===== config.mk =====
export PLATFORM = sky130hd
export DESIGN_NAME = mix_column_iter
export DESIGN_NICKNAME = d
export VERILOG_FILES = /design/src/rtl/aes_pkg.sv /design/src/rtl/mix_col_unit.sv /design/src/rtl/mix_column_iter.sv
export SDC_FILE = /design/constraint.sdc
export NUM_CORES = 1
export LEC_CHECK = 0
export BUFFER_PORTS_ARGS = -buffer_cell sky130_fd_sc_hd__buf_2
export CAP_MARGIN = 20
export CORE_MARGIN = 1
export CORE_UTILIZATION = 59
export CTS_CLUSTER_DIAMETER = 120
export DETAILED_ROUTE_END_ITERATION = 6
export PLACE_DENSITY = 0.88
export REMOVE_ABC_BUFFERS = 1
export SLEW_MARGIN = 20
export SYNTH_ARGS = -nofsm -noshare
export SYNTH_HDL_FRONTEND = slang
export SYNTH_SLANG_ARGS = --single-unit
export TNS_END_PERCENT = 100

===== constraint.sdc =====
create_clock -name clk -period 4.1 [get_ports clk]
set_input_delay 0.82 -clock clk [delete_from_list [all_inputs] [get_ports clk]]
set_output_delay 0.82 -clock clk [all_outputs]
set_load 0.1 [all_outputs]

===== src/rtl/aes_pkg.sv =====
// Shared AES MixColumns types: column/state containers, FSM encoding and the
// GF(2^8) doubling helper.
package aes_pkg;

  localparam int NUM_COLS = 4;

  typedef logic [31:0] col_t;
  // Element [3] is column0 (bits [127:96]), element [0] is column3.
  typedef logic [NUM_COLS-1:0][31:0] state_t;

  typedef enum logic [1:0] {
    IDLE,
    CALC,
    DONE
  } fsm_e;

  function automatic logic [7:0] xtime(input logic [7:0] x);
    return {x[6:0], 1'b0} ^ (x[7] ? 8'h1b : 8'h00);
  endfunction

endpackage


===== src/rtl/mix_col_unit.sv =====
// One forward MixColumns column, purely combinational.
// Byte order inside a column is {row0, row1, row2, row3} from MSB down.
module mix_col_unit
  import aes_pkg::*;
(
  input  col_t col_in,
  output col_t col_out
);

  logic [7:0] a0, a1, a2, a3;
  logic [7:0] d0, d1, d2, d3;

  assign {a0, a1, a2, a3} = col_in;

  assign d0 = xtime(a0);
  assign d1 = xtime(a1);
  assign d2 = xtime(a2);
  assign d3 = xtime(a3);

  // 3x is expressed as xtime(x) ^ x.
  assign col_out = {d0 ^ d1 ^ a1 ^ a2 ^ a3,
                    a0 ^ d1 ^ d2 ^ a2 ^ a3,
                    a0 ^ a1 ^ d2 ^ d3 ^ a3,
                    d0 ^ a0 ^ a1 ^ a2 ^ d3};

endmodule


===== src/rtl/mix_column_iter.sv =====
// Iterative AES MixColumns: transforms COLS_PER_CYCLE columns per cycle in a
// working register, then presents the registered result with valid/ready.
module mix_column_iter
  import aes_pkg::*;
#(
  parameter int COLS_PER_CYCLE = 1
) (
  input  logic         clk,
  input  logic         rst_n,
  input  logic         in_valid,
  output logic         in_ready,
  input  logic [127:0] in_data,
  output logic         out_valid,
  input  logic         out_ready,
  output logic [127:0] out_data,
  output logic         busy
);

  localparam logic [1:0] STEP = 2'(COLS_PER_CYCLE);
  localparam logic [1:0] LAST = 2'(NUM_COLS - COLS_PER_CYCLE);

  fsm_e       state_q, state_d;
  logic [1:0] cnt_q, cnt_d;
  state_t     work_q, work_d, work_calc;
  state_t     out_q, out_d;

  col_t unit_in  [COLS_PER_CYCLE];
  col_t unit_out [COLS_PER_CYCLE];

  for (genvar g = 0; g < COLS_PER_CYCLE; g++) begin : g_unit
    logic [1:0] pos;
    assign pos        = cnt_q + 2'(g);
    assign unit_in[g] = work_q[2'd3 - pos];
    mix_col_unit u_col (
      .col_in  (unit_in[g]),
      .col_out (unit_out[g])
    );
  end

  // Results overwrite their source columns; untouched columns pass through.
  always_comb begin
    work_calc = work_q;
    for (int k = 0; k < COLS_PER_CYCLE; k++) begin
      work_calc[2'd3 - (cnt_q + 2'(k))] = unit_out[k];
    end
  end

  // NOTE: every output of this block gets a default first, so no path can
  // leave a variable unassigned and infer a latch.
  always_comb begin
    state_d  = state_q;
    cnt_d    = cnt_q;
    work_d   = work_q;
    out_d    = out_q;
    in_ready = 1'b0;
    unique case (state_q)
      IDLE: begin
        in_ready = 1'b1;
        if (in_valid) begin
          work_d  = in_data;
          cnt_d   = '0;
          state_d = CALC;
        end
      end
      CALC: begin
        work_d = work_calc;
        cnt_d  = cnt_q + STEP;
        if (cnt_q == LAST) begin
          out_d   = work_calc;
          cnt_d   = '0;
          state_d = DONE;
        end
      end
      DONE: begin
        if (out_ready) begin
          in_ready = 1'b1;
          if (in_valid) begin
            work_d  = in_data;
            cnt_d   = '0;
            state_d = CALC;
          end else begin
            state_d = IDLE;
          end
        end
      end
      default: state_d = IDLE;
    endcase
  end

  // NOTE: state is updated with non-blocking assignments only, so every
  // register samples pre-edge values regardless of statement order.
  always_ff @(posedge clk or negedge rst_n) begin
    if (!rst_n) begin
      state_q <= IDLE;
      cnt_q   <= '0;
      // NOTE: the data registers are reset too, so a reset mid-transform
      // leaves nothing of the discarded state visible on out_data.
      work_q  <= '0;
      out_q   <= '0;
    end else begin
      state_q <= state_d;
      cnt_q   <= cnt_d;
      work_q  <= work_d;
      out_q   <= out_d;
    end
  end

  assign out_data  = out_q;
  assign out_valid = (state_q == DONE);
  assign busy      = (state_q != IDLE);

endmodule


==> flow_summary.json, run 1 <==
{
  "portBuffers": 262,
  "ys_seq_elements": 260,
  "io_pins": 263,
  "synthesis.area_mm2": 0.0125,
  "finalNetCount": 1467,
  "vias_per_cell": 6.86,
  "layout_common_cells": "buf_2, dfrtp_1, a21oi_1",
  "dieArea_mm2": 0.0218,
  "ctsHoldBuffers": 0,
  "post-dp-hpwl_mm": 25.6,
  "finalInstanceArea_mm2": 0.0150,
  "dpl_cell_area_mm2": 0.0141,
  "drv_cap": 0,
  "cpPeakStageDelay_ps": 830,
  "final_common_cell": "buf_2",
  "fin_cells": 1624,
  "place_congestion": 0.851,
  "htreeDepth": 1,
  "tightest_slew_ps": 1160,
  "post_cts_resized": 0,
  "startpoint": "cnt_q[0]",
  "crit_path_end_kind": "flop",
  "core_mm2": 0.0205,
  "fmax_ghz": 0.315,
  "regToRegSetupSlack_ps": 930,
  "wl_per_cell_um": 25.1,
  "path_class": "reg2reg",
  "reg2reg_to": "work_q[6]",
  "routed_wl_mm": 40.8,
  "clkTransAtPathRegs_ps": 60,
  "rr_startpoint": "cnt_q[0]",
  "drt_iter0_drc": 1287,
  "finClkSkew_ps": 25.4,
  "vias": 11100,
  "dieHeight_um": 148,
  "whs_ps": 286,
  "grtUsageTotal": 0.378,
  "startpoint_type": "flop",
  "slew_headroom": 0.225,
  "cts_num_sinks": 260,
  "clk_path_buf_depth": 3,
  "drc": 0,
  "rows": 52,
  "min_period_over_period": 0.774,
  "area_growth_syn_to_layout_pct": 20.0,
  "drtPass1Iterations": 7,
  "cts_tree": "built",
  "hold_viol": 0,
  "grt_max_degree": 93,
  "overflow": 0,
  "crit_required_ps": 4550,
  "clk_latency_ps": 540,
  "ys_warn_count": 0,
  "antenna_found_initial": 5,
  "grt_pass1_vias": 11000,
  "path_cells": "buf_4 -> mux4_2 -> xor2_1 -> xnor3_1 -> a21oi_1",
  "initial_utilization": 0.610,
  "post-route-util": 0.732,
  "grt_setup_unrepaired": "no",
  "final-setup-viol-count": 0,
  "reg2reg_depth": 5,
  "status": "complete, no violations",
  "grt_first_pass_wirelength_mm": 62.4,
  "seq_area_frac_synth": 0.520,
  "drv_slew": 0,
  "cts_buffers": 27,
  "clockRootBuffer": "clkbuf_16",
  "hold_path_class": "in2async",
  "cts_setup_buffers": 0,
  "min_period_ps": 3170,
  "ant_nets": 0,
  "drive_gt1_frac": 0.287,
  "syn_area_per_cell_um2": 11.3,
  "worstPathMaxFanout": 21,
  "synthCells": 1110,
  "dp_cells": 1571,
  "crit_arrival_ps": 3630,
  "die_w_um": 148,
  "synth_cell_types": 37,
  "slowest_stage": "dfrtp_2"
}
-- worst max-delay path: cells and delay by family, from the launching register on --
kind                   cells  cell delay, ps
multiplexers               1             590
flip-flops                 1             830
buffers and inverters      1             340
XOR/XNOR                   2            1070
AO/OA/AOI/OAI              1             230
-- cells in the mapped netlist, drive strengths merged --
library cell,count,area (µm²)
o32ai,3,26.3
inv,8,30.0
o22ai,117,732
a21oi,212,1060
or2,1,6.26
o21ai,142,711
or3,1,6.26
and3b,1,8.76
nand2,36,135
xnor3,39,883
and3,96,601
nor2,4,15.0
nand3b,1,7.51
ha,4,50.1
nor3,1,5.00
nor2b,1,6.26
nand2b,2,12.5
nand3,1,5.00
o31ai,2,15.0
xor2,17,149
mux4,32,724
o31a,1,8.76
xor3,5,120
dfrtp,260,6510
buf,12,90.1
a22oi,12,90.1
clkbuf,86,323
xnor2,13,181
-- how the worst max path moves through the flow --
stage | slack (ps) | end | cells past startpoint
2_1_floorplan | -2610 | work_q[0] | 5
3_3_place_gp | 1110 | out_data[102] | 5
3_5_place_dp | 1020 | work_q[29] | 5
4_1_cts | 960 | work_q[6] | 5
5_1_grt | 810 | work_q[29] | 5
6_report | 930 | work_q[6] | 5
-- metrics by stage --
stage | worst slack (ps) | setup TNS, ps
after floorplan | -2610 | -243500
after global placement | 1110 | 0
after detailed placement | 1020 | 0
after CTS | 963 | 0
after global routing | 811 | 0
final | 929 | 0
-- routing by layer --
layer,vias up,GRT usage,wire length [µm]
li1,4611,-,-
met1,5467,0.511,14800
met2,896,0.600,19300
met3,163,0.0688,4720
met4,6,0.176,1880
met5,-,0,44
-- sequential cells by signal, indices dropped and copies added, names as in the netlist --
name / flops
out_data: 128
work_q: 128
cnt_q: 2
state_q: 2
-- area by class of cell --
class / count / area [µm²]
sequential: 260 / 6510
multi-input combinational: 744 / 5670
fill: 1392 / 5490
timing repair buffer: 290 / 1560
clock buffer: 42 / 812
tap: 270 / 338
clock inverter: 8 / 75.1
inverter: 8 / 30.0
antenna: 2 / 5.00
-- logic make-up (layout without fill, tap and decap cells) --
family	Yosys count	in the layout	synth area share
flip-flops	260	260	0.520
XOR/XNOR	74	74	0.107
AND/OR/NAND/NOR	145	145	0.0646
multiplexers	32	32	0.0579
adder cells (fa/ha/maj)	4	4	0.00400
AO/OA/AOI/OAI	489	489	0.211
buffers and inverters	106	348	0.0354
other	0	2	0
Power of run 1 is not shown: default switching activity piles up to over one toggle a cycle in this logic, so the estimate is an artifact.
==> run 2: changes to the inputs <==
- ABC_AREA: default -> 1
- CORE_UTILIZATION: 59 -> 57
- PLACE_DENSITY: 0.88 -> 0.84
- clock period: 4.1 -> 2.97 ns (I/O delays scaled with it)
==> run 2 against run 1 <==
Effect of this change:
- flip-flop and latch count did not move
- final area rose by 21%
- register-to-register slack got worse by 490 ps
- first-iteration DRC count rose by 57%
- core utilization fell by 5.8 points
- synthesized area rose by 25%
- worst setup slack got worse by 490 ps
- worst hold slack got worse by 0.53 ps
- count of clock-buffer cells in the layout fell by 5
- via count rose by 54%
- sequential share of layout area fell by 7.6 points
- highest routed layer is now met4
==> flow_summary.json, run 2 <==
{
  "worstPathMaxFanout": 30,
  "worst_slack_ps": 435,
  "htreeDepth": 1,
  "hold_viol": 0,
  "dieHeight_um": 168,
  "grt_pass1_vias": 16300,
  "antenna_found_initial": 0,
  "rr_startpoint": "cnt_q[0]",
  "place_congestion": 0.909,
  "ys_seq_elements": 260,
  "dieArea_mm2": 0.0281,
  "initial_utilization": 0.580,
  "tightest_slew_ps": 833,
  "pre_cts_ws_ps": 483,
  "finalNetCount": 2739,
  "path_cells": "inv_4 -> buf_4 -> nand2_1 -> nand2_1 -> nand2_1 -> nand2_1 -> inv_1 -> nand2_1 -> nand2_1 -> nand2_1 -> nand3_1 -> nand3_1 -> nand3_1 -> nand2_1 -> nand2_1",
  "crit_required_ps": 3400,
  "cts_buffers": 27,
  "vias": 17200,
  "dp_cells": 2914,
  "final_common_cell": "nand2_1",
  "cts_num_sinks": 260,
  "clockRootBuffer": "clkbuf_16",
  "area_growth_syn_to_layout_pct": 16.2,
  "grtUsageMet2": 0.591,
  "vias_per_cell": 5.79,
  "core_mm2": 0.0270,
  "crit_family": "simple AND/OR/NAND/NOR gates",
  "startpoint": "cnt_q[0]",
  "synthCells": 2395,
  "regToRegSetupSlack_ps": 430,
  "drc": 0,
  "met1_usage": 0.496,
  "path_class": "reg2reg",
  "grtUsageTotal": 0.367,
  "synth_area_leader_cell": "dfrtp_1",
  "status": "complete, no violations",
  "layout_common_cells": "nand2_1, nand3_1, buf_2",
  "synthesis.area_mm2": 0.0156,
  "synth_cell_types": 36,
  "final-setup-viol-count": 0,
  "grt_setup_unrepaired": "no",
  "min_period_over_period": 0.854,
  "seq_area_frac_synth": 0.416,
  "post-route-util": 0.674,
  "routed_wl_mm": 51.8,
  "clk_path_buf_depth": 3,
  "drv_slew": 0,
  "path_buf_inv": 3,
  "startpoint_type": "flop",
  "finClkSkew_ps": 36.2,
  "slew_headroom": 0.444,
  "drt_iter0_drc": 2026,
  "grt_first_pass_wirelength_mm": 82.8,
  "fmax_ghz": 0.394,
  "yosysMostFrequentCell": "nand2_1",
  "synthTopCellsByCount": "nand2_1, nand3_1, dfrtp_1, nor2_1, inv_1",
  "hold_path_class": "in2reg",
  "portBuffers": 262,
  "met3_usage": 0.0690,
  "drive_gt1_frac": 0.154,
  "rows": 60,
  "grt-busiest-layer": "met2",
  "ys_async_sr_fraction": 1.00,
  "synthTopCellsByArea": "dfrtp_1, nand2_1, nand3_1",
  "crit_path_end_kind": "flop",
  "clkTransAtPathRegs_ps": 70,
  "cpPeakStageDelay_ps": 440,
  "die_w_um": 168,
  "drtPass1Iterations": 6,
  "fin_cells": 2965,
  "grt_max_degree": 113,
  "cts_setup_buffers": 0,
  "slowest_stage": "dfrtp_2",
  "syn_area_per_cell_um2": 6.53,
  "synth_edf_count": 0,
  "synth_ff_type": "dfrtp_1",
  "min_period_ps": 2540,
  "cpMostUsedCell": "nand2_1",
  "drv_cap": 0,
  "fillers": 2321,
  "synth_top_area_frac": 0.416,
  "clk_latency_ps": 570,
  "holdCritStartpoint": "in_data[77]",
  "crit_arrival_ps": 2960,
  "post-dp-hpwl_mm": 34.2,
  "io_pins": 263,
  "cts_tree": "built",
  "wl_per_cell_um": 17.5,
  "whs_ps": 285,
  "overflow": 0,
  "ys_warn_count": 0,
  "ant_nets": 0
}
-- run 2: layout make-up --
type                       count  area, µm²  share of cell area
multi-input combinational   1908       8220               0.452
sequential                   260       6510               0.358
timing repair buffer         304       1760              0.0971
clock buffer                  37        733              0.0403
tap                          341        427              0.0235
inverter                     102        393              0.0216
clock inverter                12        123             0.00675
antenna                        1       2.50            0.000138
-- run 2: worst reg2reg max path, stage by stage, from the launching register on --
cell and delay, ps:
dfrtp_2 440, inv_4 260, buf_4 360, nand2_1 100, nand2_1 70, nand2_1 40
nand2_1 200, inv_1 130, nand2_1 70, nand2_1 70, nand2_1 80, nand3_1 170
nand3_1 140, nand3_1 70, nand2_1 120, nand2_1 70
-- run 2: repair_timing --
action | in CTS | in global routing
endpoints found under the hold margin | 0 | 1
gates resized for setup | 0 | 0
hold buffers | 0 | 1
-- run 2: per-layer routing --
layer	vias to the layer above	wire length (µm)
met5	-	0
met4	0	1560
met3	138	5650
met2	1000	23800
met1	7981	20800
li1	8046	-
-- run 2: worst paths after layout --
check                      depth (start not counted)             to
min                                                3     work_q[77]
max                                               15     work_q[52]
min in group asynchronous                          2   out_data[48]
max reg2reg                                       15     work_q[52]
max in group asynchronous                          3     work_q[95]
min reg2reg                                        2  out_data[111]
-- run 2: per-stage QoR --
step                 TNS, ps  area, µm²
finish                     0      18200
global route               0      18200
CTS                        0      18200
detailed placement         0      17300
global placement           0      17300
floorplan           -1390950      15100
-- run 2: logic make-up (layout without fill, tap and decap cells) --
family | Yosys count | after routing | share of synthesized area
AND/OR/NAND/NOR | 1753 | 1753 | 0.457
flip-flops | 260 | 260 | 0.416
buffers and inverters | 227 | 455 | 0.0599
AO/OA/AOI/OAI | 139 | 139 | 0.0566
XOR/XNOR | 12 | 12 | 0.00672
adder cells (fa/ha/maj) | 4 | 4 | 0.00320
other | 0 | 1 | 0
Power of run 2 is left out for the same reason.
==> run 3: changes to the inputs <==
==> constraint.sdc (replaced) <==
create_clock -name clk -period 2.97 [get_ports clk]
set_input_delay 0.4455 -clock clk [delete_from_list [all_inputs] [get_ports clk]]
set_output_delay 0.4455 -clock clk [all_outputs]
set_load 0.1 [all_outputs]
==> run 3 against run 2 <==
Effect of this change:
- final area is 0.96% higher
- final cell count is 0.24% higher
- die area stayed put
- non-clock buffer count is 5 higher
- sequential share of layout area is 0.34 points lower
- first-iteration DRC count is 7.8% lower
- critical path type unchanged
- largest cell class unchanged
- highest routed layer unchanged
==> flow_summary.json, run 3 (synthesis gave the netlist of run 2 again) <==
{
  "ctsHoldBuffers": 1,
  "wl_per_cell_um": 17.2,
  "cts_num_sinks": 260,
  "routed_wl_mm": 51.1,
  "antenna_found_initial": 0,
  "grtUsageTotal": 0.363,
  "finalNetCount": 2745,
  "drt_iter0_drc": 1867,
  "vias_per_cell": 5.75,
  "grt_pass1_vias": 16400,
  "layout_common_cells": "nand2_1, nand3_1, buf_2",
  "crit_arrival_ps": 3000,
  "hold_viol": 0,
  "final-setup-viol-count": 0,
  "drive_gt1_frac": 0.158,
  "clk_path_buf_depth": 3,
  "fmax_ghz": 0.391,
  "grt_max_degree": 185,
  "portBuffers": 262,
  "cts_buffers": 28,
  "cts_tree": "built",
  "grt_setup_unrepaired": "no",
  "rows": 60,
  "die_w_um": 168,
  "area_growth_syn_to_layout_pct": 17.3,
  "dieArea_mm2": 0.0281,
  "core_mm2": 0.0270,
  "final_common_cell": "nand2_1",
  "worstPathMaxFanout": 36,
  "grt_first_pass_wirelength_mm": 81.8,
  "path_class": "reg2reg",
  "status": "complete, no violations",
  "vias": 17100,
  "hold_path_class": "in2reg",
  "tns_ps": 0,
  "crit_path_end_kind": "flop",
  "min_period_ps": 2560,
  "regToRegSetupSlack_ps": 410,
  "slew_headroom": 0.371,
  "drv_cap": 0,
  "dieHeight_um": 168,
  "clkTransAtPathRegs_ps": 60,
  "place_congestion": 0.931,
  "io_pins": 263,
  "ant_nets": 0,
  "drv_slew": 0,
  "crit_required_ps": 3410,
  "fillers": 2311,
  "clockRootBuffer": "clkbuf_16",
  "htreeDepth": 1,
  "post_cts_resized": 0,
  "min_period_over_period": 0.861,
  "drc": 0,
  "cts_setup_buffers": 0,
  "initial_utilization": 0.580,
  "finClkSkew_ps": 13.4,
  "overflow": 0,
  "clk_latency_ps": 560,
  "post-dp-hpwl_mm": 34.1,
  "tightest_slew_ps": 944,
  "startpoint_type": "flop",
  "antenna_cells": 0,
  "drtPass1Iterations": 6
}
[run 3: path summary, 6_finish.rpt]
check,start,endpoint,cells past startpoint
setup / recovery,cnt_q[0],work_q[93],17
hold / removal,in_data[35],work_q[35],3
setup reg to reg,cnt_q[0],work_q[93],17
hold reg to reg,out_data[124],out_data[124],2
max in group asynchronous,rst_n,out_data[39],3
min in group asynchronous,rst_n,out_data[0],2
[run 3: metrics by stage]
step	worst slack [ps]	instance area [µm²]	util	hold slack [ps]	std cells
floorplan	-8730	15100	-	150	2270
global placement	502	17400	0.644	457	2919
detailed placement	425	17400	0.644	460	2919
CTS	419	18300	0.681	119	2972
global route	175	18300	0.681	150	2972
finish	413	18300	0.681	135	2972
[run 3: per-layer routing]
metal  routed length (µm)  global-route usage  vias to the layer above  share of wire
met2                23500               0.588                      985           0.46
met4                 1760               0.148                        0          0.034
met3                 5150              0.0593                      151           0.10
met5                    0                   0                        -              0
met1                20600               0.484                     7914           0.40
li1                     -                   -                     8049              -
[run 3: worst max-delay path, cell delays in order, from the launching register on]
cell and delay, ps:
dfrtp_2 440, inv_4 320, buf_4 330, nand2_1 110, nand2_1 80, nand2_1 60, nand2_1 170, nand2_1 70
nand2_1 140, nand2_1 90, nand2_1 80, nand2_1 60, nand2_1 120, nand2_1 60, nand2_1 100, nand2_1 60
nand2_1 90, nand2_1 50
[run 3: cell type report]
| type | instances | area [µm²] | share of cell area |
|---|---|---|---|
| clock buffer | 38 | 820 | 0.0447 |
| clock inverter | 14 | 151 | 0.00825 |
| inverter | 102 | 393 | 0.0214 |
| multi-input combinational | 1908 | 8220 | 0.448 |
| sequential | 260 | 6510 | 0.355 |
| tap | 341 | 427 | 0.0233 |
| timing repair buffer | 309 | 1830 | 0.0996 |
Power of run 3 is left out for the same reason.
